`src/rtl/rv_ctrl_pkg.sv`:
```
// rv_ctrl_pkg: shared encodings for the multicycle RV32I control unit.
package rv_ctrl_pkg;
    typedef enum logic [2:0] {S_FETCH, S_DECODE, S_EXEC, S_MEM, S_WB, S_TRAP} state_t;
    typedef enum logic [3:0] {
        CLS_NONE, CLS_R, CLS_I, CLS_LOAD, CLS_STORE, CLS_BRANCH, CLS_LUI, CLS_AUIPC, CLS_JAL, CLS_JALR
    } cls_t;
    localparam logic [6:0] OP_R      = 7'b0110011;
    localparam logic [6:0] OP_I      = 7'b0010011;
    localparam logic [6:0] OP_LOAD   = 7'b0000011;
    localparam logic [6:0] OP_STORE  = 7'b0100011;
    localparam logic [6:0] OP_BRANCH = 7'b1100011;
    localparam logic [6:0] OP_LUI    = 7'b0110111;
    localparam logic [6:0] OP_AUIPC  = 7'b0010111;
    localparam logic [6:0] OP_JAL    = 7'b1101111;
    localparam logic [6:0] OP_JALR   = 7'b1100111;
    localparam logic [1:0] ALU_ADD   = 2'b00;
    localparam logic [1:0] ALU_BR    = 2'b01;
    localparam logic [1:0] ALU_FUNCT = 2'b10;
    localparam logic [1:0] ALU_PASSB = 2'b11;
    localparam logic [1:0] SRCB_RS2  = 2'b00;
    localparam logic [1:0] SRCB_IMM  = 2'b01;
    localparam logic [1:0] SRCB_4    = 2'b10;
    localparam logic [1:0] WB_ALU    = 2'b00;
    localparam logic [1:0] WB_MEM    = 2'b01;
    localparam logic [1:0] WB_PC4    = 2'b10;
    localparam logic [1:0] CAUSE_NONE = 2'b00;
    localparam logic [1:0] CAUSE_ILL  = 2'b01;
    localparam logic [1:0] CAUSE_BUS  = 2'b10;
endpackage

```
`src/rtl/multicycle_ctrl_if.sv`:
```
// multicycle_ctrl_if: instruction fields, memory handshake and datapath controls.
interface multicycle_ctrl_if;
    logic [6:0] opcode;
    logic [2:0] funct3;
    logic       mem_ready;
    logic       trap_ack;
    logic       mem_req;
    logic       mem_we;
    logic       ir_write;
    logic       pc_write;
    logic       pc_write_cond;
    logic       reg_write;
    logic [1:0] alu_op;
    logic       alu_src_a;
    logic [1:0] alu_src_b;
    logic [1:0] wb_sel;
    logic       trap;
    logic [1:0] trap_cause;
    modport master (
        input  opcode, funct3, mem_ready, trap_ack,
        output mem_req, mem_we, ir_write, pc_write, pc_write_cond, reg_write,
               alu_op, alu_src_a, alu_src_b, wb_sel, trap, trap_cause
    );
    modport slave (
        output opcode, funct3, mem_ready, trap_ack,
        input  mem_req, mem_we, ir_write, pc_write, pc_write_cond, reg_write,
               alu_op, alu_src_a, alu_src_b, wb_sel, trap, trap_cause
    );
endinterface

```
`src/rtl/ctrl_decoder.sv`:
```
// ctrl_decoder: maps an opcode to its instruction class and flags unknown opcodes.
module ctrl_decoder
    import rv_ctrl_pkg::*;
(
    input  logic [6:0] i_opcode,
    output cls_t       o_cls,
    output logic       o_illegal
);
    always_comb begin
        o_cls = CLS_NONE;
        case (i_opcode)
            OP_R:      o_cls = CLS_R;
            OP_I:      o_cls = CLS_I;
            OP_LOAD:   o_cls = CLS_LOAD;
            OP_STORE:  o_cls = CLS_STORE;
            OP_BRANCH: o_cls = CLS_BRANCH;
            OP_LUI:    o_cls = CLS_LUI;
            OP_AUIPC:  o_cls = CLS_AUIPC;
            OP_JAL:    o_cls = CLS_JAL;
            OP_JALR:   o_cls = CLS_JALR;
            default:   o_cls = CLS_NONE;
        endcase
        o_illegal = o_cls == CLS_NONE;
    end
endmodule

```
`src/rtl/multicycle_ctrl.sv`:
```
// multicycle_ctrl: FETCH/DECODE/EXEC/MEM/WB/TRAP sequencer with memory-wait timeout.
module multicycle_ctrl
    import rv_ctrl_pkg::*;
#(
    parameter int TIMEOUT = 15,
    parameter int XLEN    = 32
) (
    input logic clk,
    input logic rstn,
    multicycle_ctrl_if.master io_bus
);
    localparam int CW = $clog2(TIMEOUT + 1);
    generate
        if (TIMEOUT < 1 || TIMEOUT > 255 || (XLEN != 32 && XLEN != 64)) begin : g_bad_param
            $error("multicycle_ctrl: illegal TIMEOUT or XLEN");
        end
    endgenerate
    state_t          r_state, w_next;
    cls_t            r_cls, w_cls;
    logic            w_illegal, w_busy, w_tout;
    logic [CW-1:0]   r_cnt;
    logic [1:0]      r_cause;
    ctrl_decoder u_dec (.i_opcode(io_bus.opcode), .o_cls(w_cls), .o_illegal(w_illegal));
    assign w_busy = r_state == S_FETCH || r_state == S_MEM;
    assign w_tout = w_busy && !io_bus.mem_ready && r_cnt == CW'(TIMEOUT);
    always_ff @(posedge clk or negedge rstn) begin
        if (!rstn) begin
            r_state <= S_FETCH;
            r_cls   <= CLS_NONE;
            r_cnt   <= '0;
            r_cause <= CAUSE_NONE;
        end else begin
            r_state <= w_next;
            if (r_state == S_DECODE) r_cls <= w_cls;
            r_cnt <= (w_next != r_state) ? '0 : (w_busy && !io_bus.mem_ready) ? r_cnt + 1'b1 : r_cnt;
            if (r_state == S_DECODE && w_illegal) r_cause <= CAUSE_ILL;
            else if (w_tout) r_cause <= CAUSE_BUS;
            else if (r_state == S_TRAP && io_bus.trap_ack) r_cause <= CAUSE_NONE;
        end
    end
    // Outputs are gated by rstn so the FETCH request stays low while reset is held.
    always_comb begin
        w_next               = r_state;
        io_bus.mem_req       = 1'b0;
        io_bus.mem_we        = 1'b0;
        io_bus.ir_write      = 1'b0;
        io_bus.pc_write      = 1'b0;
        io_bus.pc_write_cond = 1'b0;
        io_bus.reg_write     = 1'b0;
        io_bus.alu_op        = ALU_ADD;
        io_bus.alu_src_a     = 1'b0;
        io_bus.alu_src_b     = SRCB_RS2;
        io_bus.wb_sel        = WB_ALU;
        io_bus.trap          = rstn && r_state == S_TRAP;
        io_bus.trap_cause    = r_cause;
        if (rstn) begin
            case (r_state)
                S_FETCH: begin
                    io_bus.mem_req   = 1'b1;
                    io_bus.alu_src_a = 1'b1;
                    io_bus.alu_src_b = SRCB_4;
                    io_bus.ir_write  = io_bus.mem_ready;
                    io_bus.pc_write  = io_bus.mem_ready;
                    w_next = io_bus.mem_ready ? S_DECODE : w_tout ? S_TRAP : S_FETCH;
                end
                S_DECODE: w_next = w_illegal ? S_TRAP : S_EXEC;
                S_EXEC: begin
                    io_bus.alu_op = (r_cls == CLS_R || r_cls == CLS_I) ? ALU_FUNCT :
                                    r_cls == CLS_BRANCH ? ALU_BR : r_cls == CLS_LUI ? ALU_PASSB : ALU_ADD;
                    io_bus.alu_src_a     = r_cls == CLS_AUIPC || r_cls == CLS_JAL;
                    io_bus.alu_src_b     = (r_cls == CLS_R || r_cls == CLS_BRANCH) ? SRCB_RS2 : SRCB_IMM;
                    io_bus.pc_write_cond = r_cls == CLS_BRANCH;
                    io_bus.pc_write      = r_cls == CLS_JAL || r_cls == CLS_JALR;
                    w_next = (r_cls == CLS_LOAD || r_cls == CLS_STORE) ? S_MEM :
                             r_cls == CLS_BRANCH ? S_FETCH : S_WB;
                end
                S_MEM: begin
                    io_bus.mem_req = 1'b1;
                    io_bus.mem_we  = r_cls == CLS_STORE;
                    w_next = io_bus.mem_ready ? (r_cls == CLS_STORE ? S_FETCH : S_WB) :
                             w_tout ? S_TRAP : S_MEM;
                end
                S_WB: begin
                    io_bus.reg_write = 1'b1;
                    io_bus.wb_sel = r_cls == CLS_LOAD ? WB_MEM :
                                    (r_cls == CLS_JAL || r_cls == CLS_JALR) ? WB_PC4 : WB_ALU;
                    w_next = S_FETCH;
                end
                S_TRAP: w_next = io_bus.trap_ack ? S_FETCH : S_TRAP;
                default: w_next = S_FETCH;
            endcase
        end
    end
endmodule
```
`src/flat_wrapper.sv`:
```
// flat-port wrapper written by rule: the top's interface ports become plain ports
module multicycle_ctrl_flat import rv_ctrl_pkg::*;
#(
    parameter int TIMEOUT = 15,
    parameter int XLEN    = 32
)
  (clk, rstn, io_bus_opcode, io_bus_funct3, io_bus_mem_ready, io_bus_trap_ack, io_bus_mem_req, io_bus_mem_we, io_bus_ir_write, io_bus_pc_write, io_bus_pc_write_cond, io_bus_reg_write, io_bus_alu_op, io_bus_alu_src_a, io_bus_alu_src_b, io_bus_wb_sel, io_bus_trap, io_bus_trap_cause);
  multicycle_ctrl_if io_bus_i ();
  input logic clk;
  input logic rstn;
  input wire logic [$bits(io_bus_i.opcode)-1:0] io_bus_opcode;
  input wire logic [$bits(io_bus_i.funct3)-1:0] io_bus_funct3;
  input wire logic [$bits(io_bus_i.mem_ready)-1:0] io_bus_mem_ready;
  input wire logic [$bits(io_bus_i.trap_ack)-1:0] io_bus_trap_ack;
  output wire logic [$bits(io_bus_i.mem_req)-1:0] io_bus_mem_req;
  output wire logic [$bits(io_bus_i.mem_we)-1:0] io_bus_mem_we;
  output wire logic [$bits(io_bus_i.ir_write)-1:0] io_bus_ir_write;
  output wire logic [$bits(io_bus_i.pc_write)-1:0] io_bus_pc_write;
  output wire logic [$bits(io_bus_i.pc_write_cond)-1:0] io_bus_pc_write_cond;
  output wire logic [$bits(io_bus_i.reg_write)-1:0] io_bus_reg_write;
  output wire logic [$bits(io_bus_i.alu_op)-1:0] io_bus_alu_op;
  output wire logic [$bits(io_bus_i.alu_src_a)-1:0] io_bus_alu_src_a;
  output wire logic [$bits(io_bus_i.alu_src_b)-1:0] io_bus_alu_src_b;
  output wire logic [$bits(io_bus_i.wb_sel)-1:0] io_bus_wb_sel;
  output wire logic [$bits(io_bus_i.trap)-1:0] io_bus_trap;
  output wire logic [$bits(io_bus_i.trap_cause)-1:0] io_bus_trap_cause;
  assign io_bus_i.opcode = io_bus_opcode;
  assign io_bus_i.funct3 = io_bus_funct3;
  assign io_bus_i.mem_ready = io_bus_mem_ready;
  assign io_bus_i.trap_ack = io_bus_trap_ack;
  assign io_bus_mem_req = io_bus_i.mem_req;
  assign io_bus_mem_we = io_bus_i.mem_we;
  assign io_bus_ir_write = io_bus_i.ir_write;
  assign io_bus_pc_write = io_bus_i.pc_write;
  assign io_bus_pc_write_cond = io_bus_i.pc_write_cond;
  assign io_bus_reg_write = io_bus_i.reg_write;
  assign io_bus_alu_op = io_bus_i.alu_op;
  assign io_bus_alu_src_a = io_bus_i.alu_src_a;
  assign io_bus_alu_src_b = io_bus_i.alu_src_b;
  assign io_bus_wb_sel = io_bus_i.wb_sel;
  assign io_bus_trap = io_bus_i.trap;
  assign io_bus_trap_cause = io_bus_i.trap_cause;
  multicycle_ctrl #(.TIMEOUT(TIMEOUT), .XLEN(XLEN)) u_core (.clk(clk), .rstn(rstn), .io_bus(io_bus_i));
endmodule
```
`config.mk`:
```
export PLATFORM = sky130hd
export DESIGN_NAME = multicycle_ctrl_flat
export DESIGN_NICKNAME = d
export VERILOG_FILES = /design/src/rtl/rv_ctrl_pkg.sv /design/src/rtl/multicycle_ctrl_if.sv /design/src/rtl/ctrl_decoder.sv /design/src/rtl/multicycle_ctrl.sv /design/src/flat_wrapper.sv
export SDC_FILE = /design/constraint.sdc
export NUM_CORES = 1
export LEC_CHECK = 0
export CORE_MARGIN = 3
export CORE_UTILIZATION = 52
export CTS_CLUSTER_DIAMETER = 60
export DETAILED_ROUTE_END_ITERATION = 8
export PLACE_DENSITY = 0.81
export SYNTH_ARGS = -nofsm -noshare
export SYNTH_HDL_FRONTEND = slang
export SYNTH_SLANG_ARGS = --single-unit
```
`constraint.sdc`:
```
create_clock -name clk -period 3.05 [get_ports clk]
set_input_delay 0.305 -clock clk [delete_from_list [all_inputs] [get_ports clk]]
set_output_delay 0.305 -clock clk [all_outputs]
set_load 0.01 [all_outputs]
```
# Word level (Yosys, flattened, before mapping)
# Index checks and enable logic that the tools add are counted.
# totals
reg_bits,13
latch_bits,0
in_bits,14
n_memories,0
ramBits,0
romBits,0
elab_cells,90
# op_classes
mux,43
order_cmp,0
multipliers,0
shifts,0
n_eq_ne,25
reduce_logical,17
n_addsub,1
bitwise_logic,0
div,0
# op_table
op,count
case mux 4 bit (9 select lines),1
two-way mux 3 bit,10
two-way mux 2 bit,13
== test 7 x 6 -> 1 bit (second input constant),3
== test 7 bit (second input constant),3
== test 4 x 3 -> 1 bit (second input constant),4
case mux 3 bit (5 select lines),1
== test 7 x 5 -> 1 bit (second input constant),2
two-way mux 1 bit,13
== test 4 bit (second input constant),3
== test 4 x 2 -> 1 bit (second input constant),2
two-way mux 4 bit,2
== test 7 x 2 -> 1 bit (second input constant),1
== test 3 x 2 -> 1 bit (second input constant),2
== test 3 bit (second input constant),2
logical OR 1 bit,6
logical AND 1 bit,5
adder 4 x 1 -> 4 bit (second input constant),1
== test 4 x 1 -> 1 bit (second input constant),1
zero test 4 bit,1
case mux 1 bit (2 select lines),2
case mux 2 bit (2 select lines),1
== test 3 x 1 -> 1 bit (second input constant),1
zero test 3 bit,1
5 further kinds,5

# Depth between registers and ports, before layout
# depth
depth_word,10
depth_mapped,8

# By module
# Synthesis repeated with hierarchy kept, for this count alone.
# hier_totals
cells_unflattened,142
area_unflattened_um2,1114.8
# modules_own_cells
mod,cells_each,area_per_inst_um2,n_inst,seq_area_each_um2
multicycle_ctrl,124,1006.0,1,325.3
ctrl_decoder,18,108.9,1,0.0

# Worst setup path after synthesis
# Ideal clock, no wire load.
# synth_timing
kind,register to output
start,register u_core.r_state[0]
end,output port io_bus_pc_write_cond
n_path_buf,2
arrival_time_ns,1.736
slack_ns,1.009
stages_incl_launch_ff,6
path_cell_list,dfrtp_1 buf_6 clkbuf_1 or3_1 or3_1 nor3b_1
# synth_between
elab_chain_len,3
# synth_rtl
element,line_no,source
from (decl),multicycle_ctrl.sv:18,"state_t r_state, w_next;"
from (signal assigned),multicycle_ctrl.sv:33,r_state <= w_next;
== test 3 x 2 -> 1 bit,multicycle_ctrl.sv:57,case (r_state)
two-way mux 1 bit,multicycle_ctrl.sv:57,
two-way mux 1 bit,multicycle_ctrl.sv:56,if (rstn) begin
to (decl),flat_wrapper.sv:19,output wire logic [$bits(io_bus_i.pc_write_cond)-1:0] io_bus_pc_write_cond;
# No other way between the ends.

# Worst setup path after layout
# layout_timing
start,input port rstn
end,output port io_bus_pc_write_cond
# layout_between
elab_chain_len,1
# layout_rtl
element,line_no,source
from (decl),flat_wrapper.sv:10,input logic rstn;
two-way mux 1 bit,multicycle_ctrl.sv:56,
# No other way between the ends.

==> impl_metrics.py <==
metrics = {
    "worst_setup_path": {
        "crit_required_ns": 2.74,
        "max_stage_delay_ns": 0.57,
        "critPathMaxFanout": 5,
        "worstPathCellList": "clkdlybuf4s50_1 > nand2b_1 > or3_1 > or3_1 > nor3b_1 > clkdlybuf4s50_1",
        "crit_type": "in -> out",
        "endpoint_kind": "output pin",
        "critPathSlowestCell": "clkdlybuf4s50_1",
        "crit_arrival_ns": 2.48,
        "critPathBufInv": 2,
        "cp_top_family": "simple AND/OR/NAND/NOR gates",
        "worstSetupStartpointType": "input port",
    },
    "grt": {
        "grt_max_degree": 24,
        "antenna_found_initial": 0,
        "grt_pass1_wl_mm": 4.40,
        "grt_use_total_pct": 21.5,
        "first_global_vias": 989,
        "grt_overflow": 0,
    },
    "synth": {
        "yosysSeqAreaShare_pct": 28.4,
        "synth_area_um2": 1150,
        "ys_types": 49,
        "synthCells": 131,
        "yosys_warnings": 0,
        "synth_area_per_cell_um2": 8.75,
        "syn_nets": 146,
        "ys_async_sr_fraction_pct": 100,
        "synth_edf_count": 0,
        "synth-main-ff-cell": "dfrtp_1",
        "ys_ff_latch": 13,
    },
    "drt": {
        "routed_wl_mm": 2.64,
        "drt-initial-drc-count": 30,
        "wl_per_cell_um": 14.4,
        "drcViolationCount": 0,
        "antenna_left": 0,
        "via_per_inst": 5.66,
        "dr_total_vias": 1036,
        "drt_first_pass_iters": 4,
    },
    "timing": {
        "slew_violations": 0,
        "holdWs_ns": 0.407,
        "fin_crit_ns": 2.79,
        "relSlewSlack_pct": 67.1,
        "fin_skew_ns": 0.00283,
        "finalHoldViolCount": 0,
        "setup-violations-final": 0,
        "max_freq_mhz": 359,
        "finalCritPeriodShare_pct": 91.4,
        "tns_ns": 0,
        "rsz0062_at_grt": "false",
        "tightest_slew_ns": 0.489,
    },
    "floorplan": {
        "start_util_pct": 56.7,
        "core_um2": 2020,
        "dieArea_um2": 2800,
        "fp.dieH_um": 52.9,
        "io_pins": 30,
        "fp-row-count": 16,
        "die_w_um": 52.9,
    },
    "finish": {
        "fin_util_pct": 71.5,
        "diodes": 0,
        "fill_cells": 163,
        "area_growth_pct": 26.2,
        "num-nets-final": 172,
        "seqCellArea_um2": 325,
        "multi_input_area_um2": 748,
        "final_common_cell": "clkdlybuf4s50_1",
        "final_cell_mix": "clkdlybuf4s50_1 (26), dfrtp_1 (13), nor3_1 (10), nand2_1 (9)",
        "drive_above_1_share_pct": 14.1,
    },
    "flow_run": {
        "maxCapViolCount": 0,
    },
    "power": {
        "max-vdd-ir-drop_uv": 440,
        "power.density_nw_per_um2": 576,
        "leakagePower_nw": 0.551,
    },
    "clocking": {
        "post_cts_resized": 0,
        "clk_latency_ns": 0.28,
        "cts_setup_buffers": 0,
        "clk_root_buffer_cell": "clkbuf_4",
        "cts_tree": "yes",
        "ctsHoldBuffers": 0,
        "cts-htree-levels": 1,
        "numCtsBuffers": 3,
        "cts.sinks": 13,
        "cts_buffer_depth": 2,
        "clkSlewWorstSetupHoldPaths_ns": 0.08,
    },
    "place": {
        "io_buffers": 26,
        "gp_congestion": 0.852,
        "dp_hpwl_mm": 2.08,
    },
    "min_path": {
        "hp-class": "in -> async",
    },
    "outcome": {
        "status": "finished, final reports clean",
    },
}
==> sequential cells by signal, indices dropped and copies added, names as in the netlist <==
| name | cells |
|---|---|
| u_core.r_state | 3 |
| u_core.io_bus.trap_cause | 2 |
| u_core.r_cnt | 4 |
| u_core.r_cls | 4 |
==> metal layers <==
metal / track usage, % / vias to the layer above / part of all wire [%]
met4: 10.6 / 0 / 2.5
met2: 34.5 / 36 / 44
li1: - / 536 / -
met3: 3.94 / 7 / 6.3
met1: 27.3 / 457 / 47
met5: 0 / - / 0
==> metrics by stage <==
stage	total power (W)	setup slack (ns)	cell area [um2]	std cells
2_1_floorplan	0.000607	1.01	1150	131
5_1_grt	0.000896	0.143	1450	183
3_5_place_dp	0.000724	0.272	1420	179
4_1_cts	0.000836	0.260	1450	183
6_report	0.000833	0.263	1450	183
3_3_place_gp	0.000712	0.318	1420	179
==> worst paths after layout <==
path,from,end,slack [ns],cells past startpoint
worst max-delay path,rstn,io_bus_pc_write_cond,0.26,6
worst min-delay path,rstn,u_core.r_cnt[2]$_DFFE_PN0P_,0.41,2
worst max register to register,u_core.r_state[1]$_DFF_PN0_,u_core.r_cnt[3]$_DFFE_PN0P_,0.97,7
worst min register to register,u_core.io_bus.trap_cause[1]$_DFFE_PN0P_,u_core.io_bus.trap_cause[1]$_DFFE_PN0P_,0.54,2
max in group asynchronous,rstn,u_core.r_cls[2]$_DFFE_PN0N_,2.43,2
min in group clk,u_core.io_bus.trap_cause[1]$_DFFE_PN0P_,u_core.io_bus.trap_cause[1]$_DFFE_PN0P_,0.54,2
==> Yosys cell counts (all sizes together), types with 4 or more instances <==
library cell	n	area [um2]
o21ai	6	41.3
nor3	10	50.1
buf	6	38.8
nand2	9	33.8
a211oi	5	47.5
nor2	8	30.0
dfrtp	13	325
nand3	4	20.0
nor2b	5	33.8
inv	6	22.5
a21oi	8	40.0
nand2b	6	37.5
==> layout make-up <==
class | instances | share of cell area, %
Multi-Input combinational cell | 103 | 51.7
Sequential cell | 13 | 22.5
Timing Repair Buffer | 30 | 20.1
Tap cell | 27 | 2.34
Clock buffer | 4 | 1.82
Inverter | 6 | 1.56
==> where the power goes <==
| part | switching, W | total [W] | internal, W |
|---|---|---|---|
| logic | 0.000247 | 0.000456 | 0.000208 |
| clock network | 0.0000574 | 0.000108 | 0.0000508 |
| registers | 0.0000557 | 0.000269 | 0.000214 |
| total | 0.000360 | 0.000833 | 0.000473 |
==> worst reg2reg max path, cell delays in order (launching register included) <==
cell and delay (ns):
dfrtp_1 0.40, buf_4 0.19, xor2_1 0.18, or4_4 0.50, a2111oi_4 0.34, a211oi_2 0.10, o21ai_4 0.19, nor3_1 0.07
==> logic make-up after synthesis <==
family	count (synthesis)	synth area share, %
AOI/OAI and AO/OA	35	27.4
xor gates and xnor gates	5	3.82
adders and majority gates	1	1.09
buffers and inverters	15	6.33
DFF	13	28.4
muxes	2	1.75
and+or+nand+nor	60	31.2
Note: power is estimated with default switching activity, not from simulation.
